===== config.mk =====
export PLATFORM = sky130hd
export DESIGN_NAME = ysyx_23060236_tlb_assoc
export DESIGN_NICKNAME = d
export VERILOG_FILES = /design/src/rtl/ysyx_23060236_tlb_assoc_pkg.sv /design/src/rtl/ysyx_23060236_tlb_rr.sv /design/src/rtl/ysyx_23060236_tlb_assoc.sv
export SDC_FILE = /design/constraint.sdc
export NUM_CORES = 1
export LEC_CHECK = 0
export ABC_AREA = 1
export CAP_MARGIN = 0
export CORE_MARGIN = 8
export CORE_UTILIZATION = 60
export DETAILED_ROUTE_END_ITERATION = 6
export GPL_TIMING_DRIVEN = 0
export MAX_ROUTING_LAYER = met4
export PLACE_DENSITY = 0.9
export SYNTH_ARGS = -nofsm -noshare
export SYNTH_HDL_FRONTEND = slang
export SYNTH_HIERARCHICAL = 1
export SYNTH_SLANG_ARGS = --single-unit

===== constraint.sdc =====
create_clock -name clock -period 4.8 [get_ports clock]
set_input_delay 0.96 -clock clock [delete_from_list [all_inputs] [get_ports clock]]
set_output_delay 0.96 -clock clock [all_outputs]
set_load 0.02 [all_outputs]

===== src/rtl/ysyx_23060236_tlb_assoc_pkg.sv =====
// rtl/ysyx_23060236_tlb_assoc_pkg.sv - shared defaults and types for the set-associative TLB
//
// Purpose: default geometry of the TLB (VPN width, PPN width, sets, ways) and the
//          performance-counter type, imported by the TLB top and its round-robin helper.
// Ports:   none (package).
package ysyx_23060236_tlb_assoc_pkg;

  localparam int TLB_ADDR_LEN = 20;
  localparam int TLB_DATA_LEN = 20;
  localparam int TLB_SETS     = 4;
  localparam int TLB_WAYS     = 2;

  typedef logic [31:0] tlb_cnt_t;

endpackage


===== src/rtl/ysyx_23060236_tlb_rr.sv =====
// rtl/ysyx_23060236_tlb_rr.sv - per-set round-robin victim pointer array
//
// Purpose: one WAY_LEN-bit pointer per set; the pointer of the addressed set is
//          presented combinationally and advances by one (mod WAYS) on adv_i.
// Ports:
//   clock  in   system clock
//   reset  in   synchronous active-high reset, clears every pointer
//   idx_i  in   set index to read / advance
//   adv_i  in   advance the pointer of set idx_i at the next edge
//   ptr_o  out  current pointer of set idx_i
module ysyx_23060236_tlb_rr
  import ysyx_23060236_tlb_assoc_pkg::*;
#(
  parameter int SETS = TLB_SETS,
  parameter int WAYS = TLB_WAYS,
  localparam int INDEX_LEN = $clog2(SETS),
  localparam int WAY_LEN   = $clog2(WAYS)
) (
  input  logic                 clock,
  input  logic                 reset,
  input  logic [INDEX_LEN-1:0] idx_i,
  input  logic                 adv_i,
  output logic [WAY_LEN-1:0]   ptr_o
);

  logic [WAY_LEN-1:0] ptr_q [SETS];

  assign ptr_o = ptr_q[idx_i];

  // WAYS is a power of two, so the natural WAY_LEN-bit overflow is the wrap to 0.
  always_ff @(posedge clock) begin
    if (reset) begin
      for (int s = 0; s < SETS; s++) ptr_q[s] <= '0;
    end else if (adv_i) begin
      ptr_q[idx_i] <= ptr_q[idx_i] + 1'b1;
    end
  end

endmodule


===== src/rtl/ysyx_23060236_tlb_assoc.sv =====
// rtl/ysyx_23060236_tlb_assoc.sv - set-associative VPN->PPN TLB with registered lookup
//
// Purpose: maps VPN to PPN. A lookup request is registered; the result (rdone pulse,
//          hit, data) appears the following cycle, computed from the registered query
//          against the current arrays. Refill avoids duplicates, prefers invalid ways,
//          otherwise evicts the per-set round-robin victim. Supports full and
//          single-address flush.
// Optional feature: macro TLB_PERF_EN adds tlb_hit_cnt / tlb_miss_cnt counters.
// Ports:
//   clock, reset                 clock, synchronous active-high reset
//   tlb_araddr, tlb_rvalid       lookup VPN and request
//   tlb_rdone, tlb_hit, tlb_rdata  lookup result pulse, hit flag, PPN (0 on miss)
//   tlb_awaddr, tlb_wdata, tlb_wvalid  refill VPN, PPN, strobe
//   tlb_flush                    invalidate all entries
//   tlb_flush_one, tlb_flush_addr  invalidate entry matching the given VPN
//   tlb_hit_cnt, tlb_miss_cnt    (TLB_PERF_EN) lookup hit / miss counters
module ysyx_23060236_tlb_assoc
  import ysyx_23060236_tlb_assoc_pkg::*;
#(
  parameter int ADDR_LEN = TLB_ADDR_LEN,
  parameter int DATA_LEN = TLB_DATA_LEN,
  parameter int SETS     = TLB_SETS,
  parameter int WAYS     = TLB_WAYS,
  localparam int INDEX_LEN = $clog2(SETS),
  localparam int WAY_LEN   = $clog2(WAYS),
  localparam int TAG_LEN   = ADDR_LEN - INDEX_LEN
) (
  input  logic                clock,
  input  logic                reset,
  input  logic [ADDR_LEN-1:0] tlb_araddr,
  input  logic                tlb_rvalid,
  output logic                tlb_rdone,
  output logic                tlb_hit,
  output logic [DATA_LEN-1:0] tlb_rdata,
  input  logic [ADDR_LEN-1:0] tlb_awaddr,
  input  logic [DATA_LEN-1:0] tlb_wdata,
  input  logic                tlb_wvalid,
  input  logic                tlb_flush,
  input  logic                tlb_flush_one,
  input  logic [ADDR_LEN-1:0] tlb_flush_addr
`ifdef TLB_PERF_EN
  ,
  output logic [31:0]         tlb_hit_cnt,
  output logic [31:0]         tlb_miss_cnt
`endif
);

  logic [WAYS-1:0]     valid_q [SETS];
  logic [TAG_LEN-1:0]  tag_q   [SETS][WAYS];
  logic [DATA_LEN-1:0] data_q  [SETS][WAYS];

  logic [INDEX_LEN-1:0] q_idx_q;
  logic [TAG_LEN-1:0]   q_tag_q;
  logic                 rdone_q;

  // ---------------- lookup ----------------
  always_ff @(posedge clock) begin
    if (reset) begin
      q_idx_q <= '0;
      q_tag_q <= '0;
      rdone_q <= 1'b0;
    end else begin
      rdone_q <= tlb_rvalid;
      if (tlb_rvalid) begin
        q_idx_q <= tlb_araddr[INDEX_LEN-1:0];
        q_tag_q <= tlb_araddr[ADDR_LEN-1:INDEX_LEN];
      end
    end
  end

  logic [WAYS-1:0]     hit_vec;
  logic [DATA_LEN-1:0] hit_data;

  // At most one way can match, so OR-ing matching ways acts as a one-hot mux and
  // yields zero data on a miss without an extra mask.
  always_comb begin
    hit_vec  = '0;
    hit_data = '0;
    for (int w = 0; w < WAYS; w++) begin
      if (valid_q[q_idx_q][w] && (tag_q[q_idx_q][w] == q_tag_q)) begin
        hit_vec[w] = 1'b1;
        hit_data   = hit_data | data_q[q_idx_q][w];
      end
    end
  end

  assign tlb_rdone = rdone_q;
  assign tlb_hit   = |hit_vec;
  assign tlb_rdata = hit_data;

  // ---------------- refill way selection ----------------
  logic [INDEX_LEN-1:0] w_idx;
  logic [TAG_LEN-1:0]   w_tag;
  logic                 wr_hit, wr_has_inv;
  logic [WAY_LEN-1:0]   wr_hit_way, wr_inv_way, rr_ptr, wr_way;
  logic                 do_write, rr_adv;

  assign w_idx = tlb_awaddr[INDEX_LEN-1:0];
  assign w_tag = tlb_awaddr[ADDR_LEN-1:INDEX_LEN];

  // Scan downward so the last assignment is the lowest-numbered invalid way.
  always_comb begin
    wr_hit     = 1'b0;
    wr_hit_way = '0;
    wr_has_inv = 1'b0;
    wr_inv_way = '0;
    for (int w = WAYS - 1; w >= 0; w--) begin
      if (!valid_q[w_idx][w]) begin
        wr_has_inv = 1'b1;
        wr_inv_way = WAY_LEN'(w);
      end
      if (valid_q[w_idx][w] && (tag_q[w_idx][w] == w_tag)) begin
        wr_hit     = 1'b1;
        wr_hit_way = WAY_LEN'(w);
      end
    end
  end

  // Any flush drops a coincident refill completely, including the pointer update.
  assign do_write = tlb_wvalid && !tlb_flush && !tlb_flush_one;
  assign rr_adv   = do_write && !wr_hit && !wr_has_inv;
  assign wr_way   = wr_hit ? wr_hit_way : (wr_has_inv ? wr_inv_way : rr_ptr);

  ysyx_23060236_tlb_rr #(
    .SETS (SETS),
    .WAYS (WAYS)
  ) u_rr (
    .clock (clock),
    .reset (reset),
    .idx_i (w_idx),
    .adv_i (rr_adv),
    .ptr_o (rr_ptr)
  );

  // ---------------- single-address flush match ----------------
  logic [INDEX_LEN-1:0] f_idx;
  logic [TAG_LEN-1:0]   f_tag;
  logic [WAYS-1:0]      f_vec;

  assign f_idx = tlb_flush_addr[INDEX_LEN-1:0];
  assign f_tag = tlb_flush_addr[ADDR_LEN-1:INDEX_LEN];

  always_comb begin
    f_vec = '0;
    for (int w = 0; w < WAYS; w++) begin
      f_vec[w] = valid_q[f_idx][w] && (tag_q[f_idx][w] == f_tag);
    end
  end

  // ---------------- array update ----------------
  always_ff @(posedge clock) begin
    if (reset || tlb_flush) begin
      for (int s = 0; s < SETS; s++) valid_q[s] <= '0;
    end else if (tlb_flush_one) begin
      valid_q[f_idx] <= valid_q[f_idx] & ~f_vec;
    end else if (do_write) begin
      valid_q[w_idx][wr_way] <= 1'b1;
    end
  end

  // Tag and data storage carry no reset; valid bits gate every use.
  always_ff @(posedge clock) begin
    if (do_write) begin
      tag_q[w_idx][wr_way]  <= w_tag;
      data_q[w_idx][wr_way] <= tlb_wdata;
    end
  end

`ifdef TLB_PERF_EN
  tlb_cnt_t hit_cnt_q, miss_cnt_q;

  always_ff @(posedge clock) begin
    if (reset) begin
      hit_cnt_q  <= '0;
      miss_cnt_q <= '0;
    end else if (rdone_q) begin
      if (tlb_hit) hit_cnt_q  <= hit_cnt_q + 32'd1;
      else         miss_cnt_q <= miss_cnt_q + 32'd1;
    end
  end

  assign tlb_hit_cnt  = hit_cnt_q;
  assign tlb_miss_cnt = miss_cnt_q;
`endif

endmodule


# Word-level counts from Yosys, hierarchy flattened
# Memories as Yosys holds them, arrays and structs flattened. A register that Yosys moved wholly into a read port is not among the register bits.
# Index checks and enable logic that the tools add are counted.
dict set report word_totals {
  memories 4
  inputBits 86
  ramBits 316
  register_bits 21
  output_inout_bits 22
}
dict set report classes {
  eq_ne 6
  n_bitwise 4
  magnitude_cmp 4
  reduce_logical 21
  n_mux 49
  n_addsub 1
}
# name depth word_bits read_ports rd_ports_with_merged_regs write_ports line
set memory_table {}
lappend memory_table {data_q 4 40 1 1 1 ysyx_23060236_tlb_assoc.sv:50} ;# logic [DATA_LEN-1:0] data_q [SETS][WAYS];
lappend memory_table {tag_q 4 36 3 1 1 ysyx_23060236_tlb_assoc.sv:49} ;# logic [TAG_LEN-1:0] tag_q [SETS][WAYS];
lappend memory_table {valid_q 4 2 3 1 4 ysyx_23060236_tlb_assoc.sv:48} ;# logic [WAYS-1:0] valid_q [SETS];
lappend memory_table {u_rr.ptr_q 4 1 1 0 4 ysyx_23060236_tlb_rr.sv:26} ;# logic [WAY_LEN-1:0] ptr_q [SETS];
# operator n
set op_table {}
lappend op_table {{$eq A18 B18 Y1} 6}
lappend op_table {{$mux W20} 3}
lappend op_table {{$mux W40} 1}
lappend op_table {{$mux W36} 1}
lappend op_table {{$mux W1} 27}
lappend op_table {{$mux W2} 13}
lappend op_table {{$demux W20 S1} 1}
lappend op_table {{$or A20 B20 Y20} 1}
lappend op_table {{$demux W18 S1} 1}
lappend op_table {{$mux W18} 1}
lappend op_table {{$logic_and A1 B1 Y1} 12}
lappend op_table {{$reduce_or A2 Y1} 3}
lappend op_table {{$logic_not A1 Y1} 4}
lappend op_table {{$and A2 B2 Y2} 1}
lappend op_table {{$ge A2 B2 Y1 const B} 1}
lappend op_table {{$lt A1 B2 Y1 const B} 1}
lappend op_table {{$lt A2 B1 Y1 const B} 1}
lappend op_table {{$not A1 Y2} 1}
lappend op_table {{$not A2 Y2} 1}
lappend op_table {{$add A1 B1 Y1 const B} 1}
lappend op_table {{$demux W1 S1} 1}
lappend op_table {{$ge A1 B1 Y1 const B} 1}
lappend op_table {{$logic_or A1 B1 Y1} 1}
lappend op_table {{$reduce_or A1 Y1} 1}

# Depth between registers and ports, before layout
# An unclocked memory read counts as a cell.
dict set report depth {
  word_depth 13
  depth_mapped 18
  ltp_nobuf 17
}

# By module
# Netlist, hierarchy kept.
# module instances seq_area_each_um2 area_each_um2 cells_each
set modules_own_cells {}
lappend modules_own_cells {ysyx_23060236_tlb_assoc 1 9829.4 16887.4 1874}
lappend modules_own_cells {ysyx_23060236_tlb_rr 1 120.1 277.8 39}

# Worst setup path after synthesis
# Ideal clock, no wire load.
dict set report synth_path {
  path_kind {input -> register}
  startpoint {in tlb_awaddr[1]}
  endpoint {mem data_q[0][20] (netlist bit) (enable)}
  setup_ps 433
  arrival_ps 3797
  stages 15
  setup_slack_ps 570
  path_cell_list {buf_4 nand2_1 buf_4 nor2_1 a21oi_1 nand2_1 nand2_1 nand2_1 nor2_1 nand3_1 nor2_1 nand2_1 nand2_1 nand2_2 nor2_1}
}
dict set report synth_via {
  elab_chain_cells 12
  elab_cells_between_ends 22
  cone_classes {order compare: 2; eq/ne: 2; mux: 11; bitwise: 1; reduce/logical: 3; memory: 3}
}
# item line
set synth_lines {}
lappend synth_lines {{start, declared} ysyx_23060236_tlb_assoc.sv:35} ;# input logic [ADDR_LEN-1:0] tlb_awaddr,
lappend synth_lines {{$mem_v2 Z4 W36} -}
lappend synth_lines {{$eq A18 B18 Y1} ysyx_23060236_tlb_assoc.sv:112} ;# if (valid_q[w_idx][w] && (tag_q[w_idx][w] == w_tag)) begin
lappend synth_lines {{$logic_and A1 B1 Y1} ysyx_23060236_tlb_assoc.sv:112}
lappend synth_lines {{$mux W1 (2 in a row)} ysyx_23060236_tlb_assoc.sv:112}
lappend synth_lines {{$mux W1} ysyx_23060236_tlb_assoc.sv:122} ;# assign wr_way = wr_hit ? wr_hit_way : (wr_has_inv ? wr_inv_way : rr_ptr);
lappend synth_lines {{$not A1 Y2 (not written as such)} ysyx_23060236_tlb_assoc.sv:165} ;# data_q[w_idx][wr_way] <= tlb_wdata;
lappend synth_lines {{$ge A2 B2 Y1 (not written as such) or $lt A2 B1 Y1 (tied branches)} ysyx_23060236_tlb_assoc.sv:165}
lappend synth_lines {{$logic_and A1 B1 Y1 (not written as such)} ysyx_23060236_tlb_assoc.sv:165}
lappend synth_lines {{$mux W20 (not written as such)} ysyx_23060236_tlb_assoc.sv:165}
lappend synth_lines {{$demux W20 S1} ysyx_23060236_tlb_assoc.sv:165}
lappend synth_lines {{$mux W40 (not written as such)} ysyx_23060236_tlb_assoc.sv:165}
lappend synth_lines {{end, declared} ysyx_23060236_tlb_assoc.sv:50}
# Parallel ways exist; a longest one is shown, timed or not.

# Worst setup path after layout
dict set report layout_path {
  startpoint {in tlb_awaddr[1]}
  endpoint {mem data_q[2][12] (netlist bit) (enable)}
}
# The elaborated chain is that of the path after synthesis.

==> summary.md <==
| Metric | Value |
|---|---|
| Status | `finished, violations left` |
| Failing checks | `negative setup slack` |
| First-pass GRT wire length | `just over 100 mm` |
| IO Count | `108` |
| HPWL Detailed | `46.9 mm` |
| Worst setup path category | `input pin to flip-flop` |
| Final hold vios | `0` |
| Slew Viols, Final | `0` |
| Avg Cell Area, Syn | `around 9.0 um^2` |
| Pwr Density | `339 nW/um^2` |
| Final min period | `between 5 and 6 ns` |
| Mapped cell area | `17200 um^2` |
| Synth area leader | `edfxtp_1` |
| Worst-margin pin slew | `approximately 1.1 ns` |
| EDFF count, synth | `between 300 and 400` |
| Buffers & Inverters on Critical Path | `4` |
| WL final | `71.9 mm` |
| Peak supply drop | `0.351 mV` |
| Yosys cell types | `33` |
| Clk_lat worst skew | `0.55 ns` |
| Max_cap viols | `0` |
| Vias per cell | `6.74` |
| Dpl cell area | `approximately 19000 um^2` |
| CP max FO | `12` |
| Syn_nets | `between 1500 and 2000` |
| CTS sink count | `approximately 340` |
| Post-route cell area | `20300 um^2` |
| RSZ-0062 raised after global routing | `yes` |
| DRT Pass-1 Iters | `6` |
| Core box area | `28500 um^2` |
| Worst setup EP type | `flip-flop` |
| CTS tree | `yes` |
| Critical Path RT | `4.96 ns` |
| Initial antenna violation count | `0` |
| Die area | `between 30000 and 40000 um^2` |
| Max_slew headroom | `28.4%` |
| Clock root cell | `clkbuf_16` |
| Max Clock Freq | `between 150 and 200 MHz` |
| Clock Skew | `~0.017 ns` |
| Sequential area share after synthesis | `58.0%` |
| Final WS setup | `-0.288 ns` |
| Hold_ws | `0.488 ns` |
| Crit path max-delay family | `simple AND/OR/NAND/NOR gates` |
| Antenna viol nets, final | `0` |
| Hold WC Path Type | `flip-flop to flip-flop` |
| Mapped Cells | `about 1900` |
| Largest net degree at the start of global routing | `29` |
| Number of synthesized register bits | `roughly 340` |
| CP arrival | `5.25 ns` |
| FF+latch area | `9950 um^2` |
| Gpl congestion | `1.05` |
| I/O Buffers | `roughly 110` |
| Syn. warnings | `6` |
| H-tree levels | `2` |
| Hold Buf Count CTS | `0` |
| Die extent in y | `185 um` |
| Period utilization | `106%` |
| Most common flop cell mapped by yosys | `edfxtp_1` |
| Cell chain of the critical path | `clkdlybuf4s50_1, buf_4, inv_2, buf_2, nand2_1, nand3_1, nand2_1, nor2_1, nand3_1, nor2_1, nand2_1, nand2_1, nand3_2, nor2_2` |
| Synth top area share | `55.3%` |
| Clk slew on worst S/H paths | `~0.060 ns` |
| Largest stage delay, worst path | `between 0.9 and 1 ns` |
| Top cells by area, synth | `edfxtp_1 (55%), nand2_1 (11%), o21ai_0 (6.3%)` |
| Most frequent CP cell | `nand2_1` |
| Starting density of the core | `60.3%` |
| Commonest cells in the netlist | `nand2_1 (512), edfxtp_1 (316), o21ai_0 (216), nor2_1 (188), a21oi_1 (148)` |
| Ys async rst share | `0%` |
| Startpoint Class | `input pin` |
| # diodes | `0` |
| Leakage | `~8 nW` |
| Initial drt markers | `3039` |
| Vias in the first global route | `approximately 16000` |
| Setup-failing EPs final | `24` |
| DIE WIDTH | `185 um` |
| Area growth syn-to-layout | `18.1%` |
| Via count | `16800` |
| Total GRT Usage | `between 40% and 50%` |
| Dpl ws | `-0.682 ns` |
| DRC | `0` |
| Count leader, synth | `nand2_1` |
| Area of the multi-input gates | `6370 um^2` |
| Number of CTS-inserted buffers | `36` |
| WL/cell | `29.0 um` |
| Total gr overflow | `0` |
| Clk buf depth | `3` |
| Slowest CP cell | `nor2_2` |
| Num rows | `62` |
| FILL cells | `about 2000` |
| Nets | `2161` |
| Layout cells sized above 1 | `8.10%` |
worst paths after layout:
path / start / to / slack, ns / depth (start not counted)
min: q_idx_q[0]$_SDFFE_PP0P_ / q_idx_q[0]$_SDFFE_PP0P_ / 0.49 / 2
min reg2reg: q_idx_q[0]$_SDFFE_PP0P_ / q_idx_q[0]$_SDFFE_PP0P_ / 0.49 / 2
max: tlb_awaddr[1] / data_q[2][12]$_DFFE_PP_ / -0.29 / 14
max reg2reg: tag_q[3][14]$_DFFE_PP_ / data_q[2][12]$_DFFE_PP_ / 1.18 / 13
power breakdown:
part | switching [mW] | internal [mW] | total [mW] | leakage, nW
Combinational | 0.609 | 0.254 | 0.864 | 4.36
Clock | 1.22 | 1.49 | 2.70 | 0.528
Sequential | 0.0293 | 3.27 | 3.30 | 3.06
Total | 1.85 | 5.01 | 6.86 | 7.94
final cells by class:
cell class | instances | share of cell area (%)
Buffer | 112 | 2.88
Clock buffer | 46 | 4.73
Clock inverter | 17 | 0.728
Inverter | 121 | 2.24
Multi-Input combinational cell | 1343 | 31.4
Sequential cell | 339 | 49.1
Tap cell | 384 | 2.37
Timing Repair Buffer | 122 | 6.52
placed cells by master (no fill, tap or decap), types with 37 or more instances in the layout:
cell type and count:
a21oi_1 146, nand4_1 43, inv_1 114, clkbuf_1 50, nor2_1 176, nand3_1 90
o21ai_0 216, clkdlybuf4s50_1 103, clkbuf_16 37, o22ai_1 50, nand2_1 512, edfxtp_1 316
xor2_1 37
per-layer routing:
| layer | part of all wire (%) | vias up | global-route usage [%] | wire length [um] |
|---|---|---|---|---|
| met4 | 8.0 | 0 | 27.2 | 5730 |
| met1 | 34 | 7610 | 49.1 | 24400 |
| li1 | - | 6916 | - | - |
| met2 | 44 | 1754 | 65.8 | 31500 |
| met3 | 14 | 472 | 12.2 | 10300 |
| met5 | 0 | - | - | 0 |
metrics by stage:
step / std cells / TNS [ns] / power (mW) / util (%)
finish: 2484 / -6.68 / 6.86 / 71.2
global route: 2484 / -4.99 / 6.98 / 71.2
CTS: 2477 / 0 / 6.77 / 70.7
detailed placement: 2410 / -143.42 / 4.14 / 66.4
global placement: 2402 / -896.91 / 4.11 / 65.7
floorplan: 1913 / 0 / 3.77 / -
worst register-to-register path, stage by stage, from the launching register on:
cell	delay [ns]
edfxtp_1	0.43
nand2_1	0.11
nand2_1	0.06
nand2_1	0.08
nand2_1	0.09
nand2_1	0.07
nand2_1	0.08
nor2_1	0.19
nand3_1	0.28
nor2_1	0.23
nand2_1	0.18
nand2_1	0.15
nand3_2	0.38
nor2_2	0.93
kinds of logic after synthesis:
kind of cell	synth area share, %
XOR/XNOR	2.50
AO/OA/AOI/OAI	13.8
AND/OR/NAND/NOR	20.1
buffers and inverters	5.68
flip-flops	58.0
state kept, by name, summed over array words and instances, names as in the netlist, named ones only:
register    count
q_idx_q         2
u_rr/ptr_q      4
data_q        160
q_tag_q        18
valid_q         8
tlb_rdone       1
tag_q         144
what timing repair did:
action / 4_1_cts / 5_1_grt
gates resized for setup: 27 / 22
hold endpoints to repair: 0 / 0
gates cloned: 2 / 0
endpoints found under the setup margin: 104 / 102
buffers inserted: 2 / 7
pin swaps: 3 / 2
No activity file was read; power rests on OpenSTA's default activity.
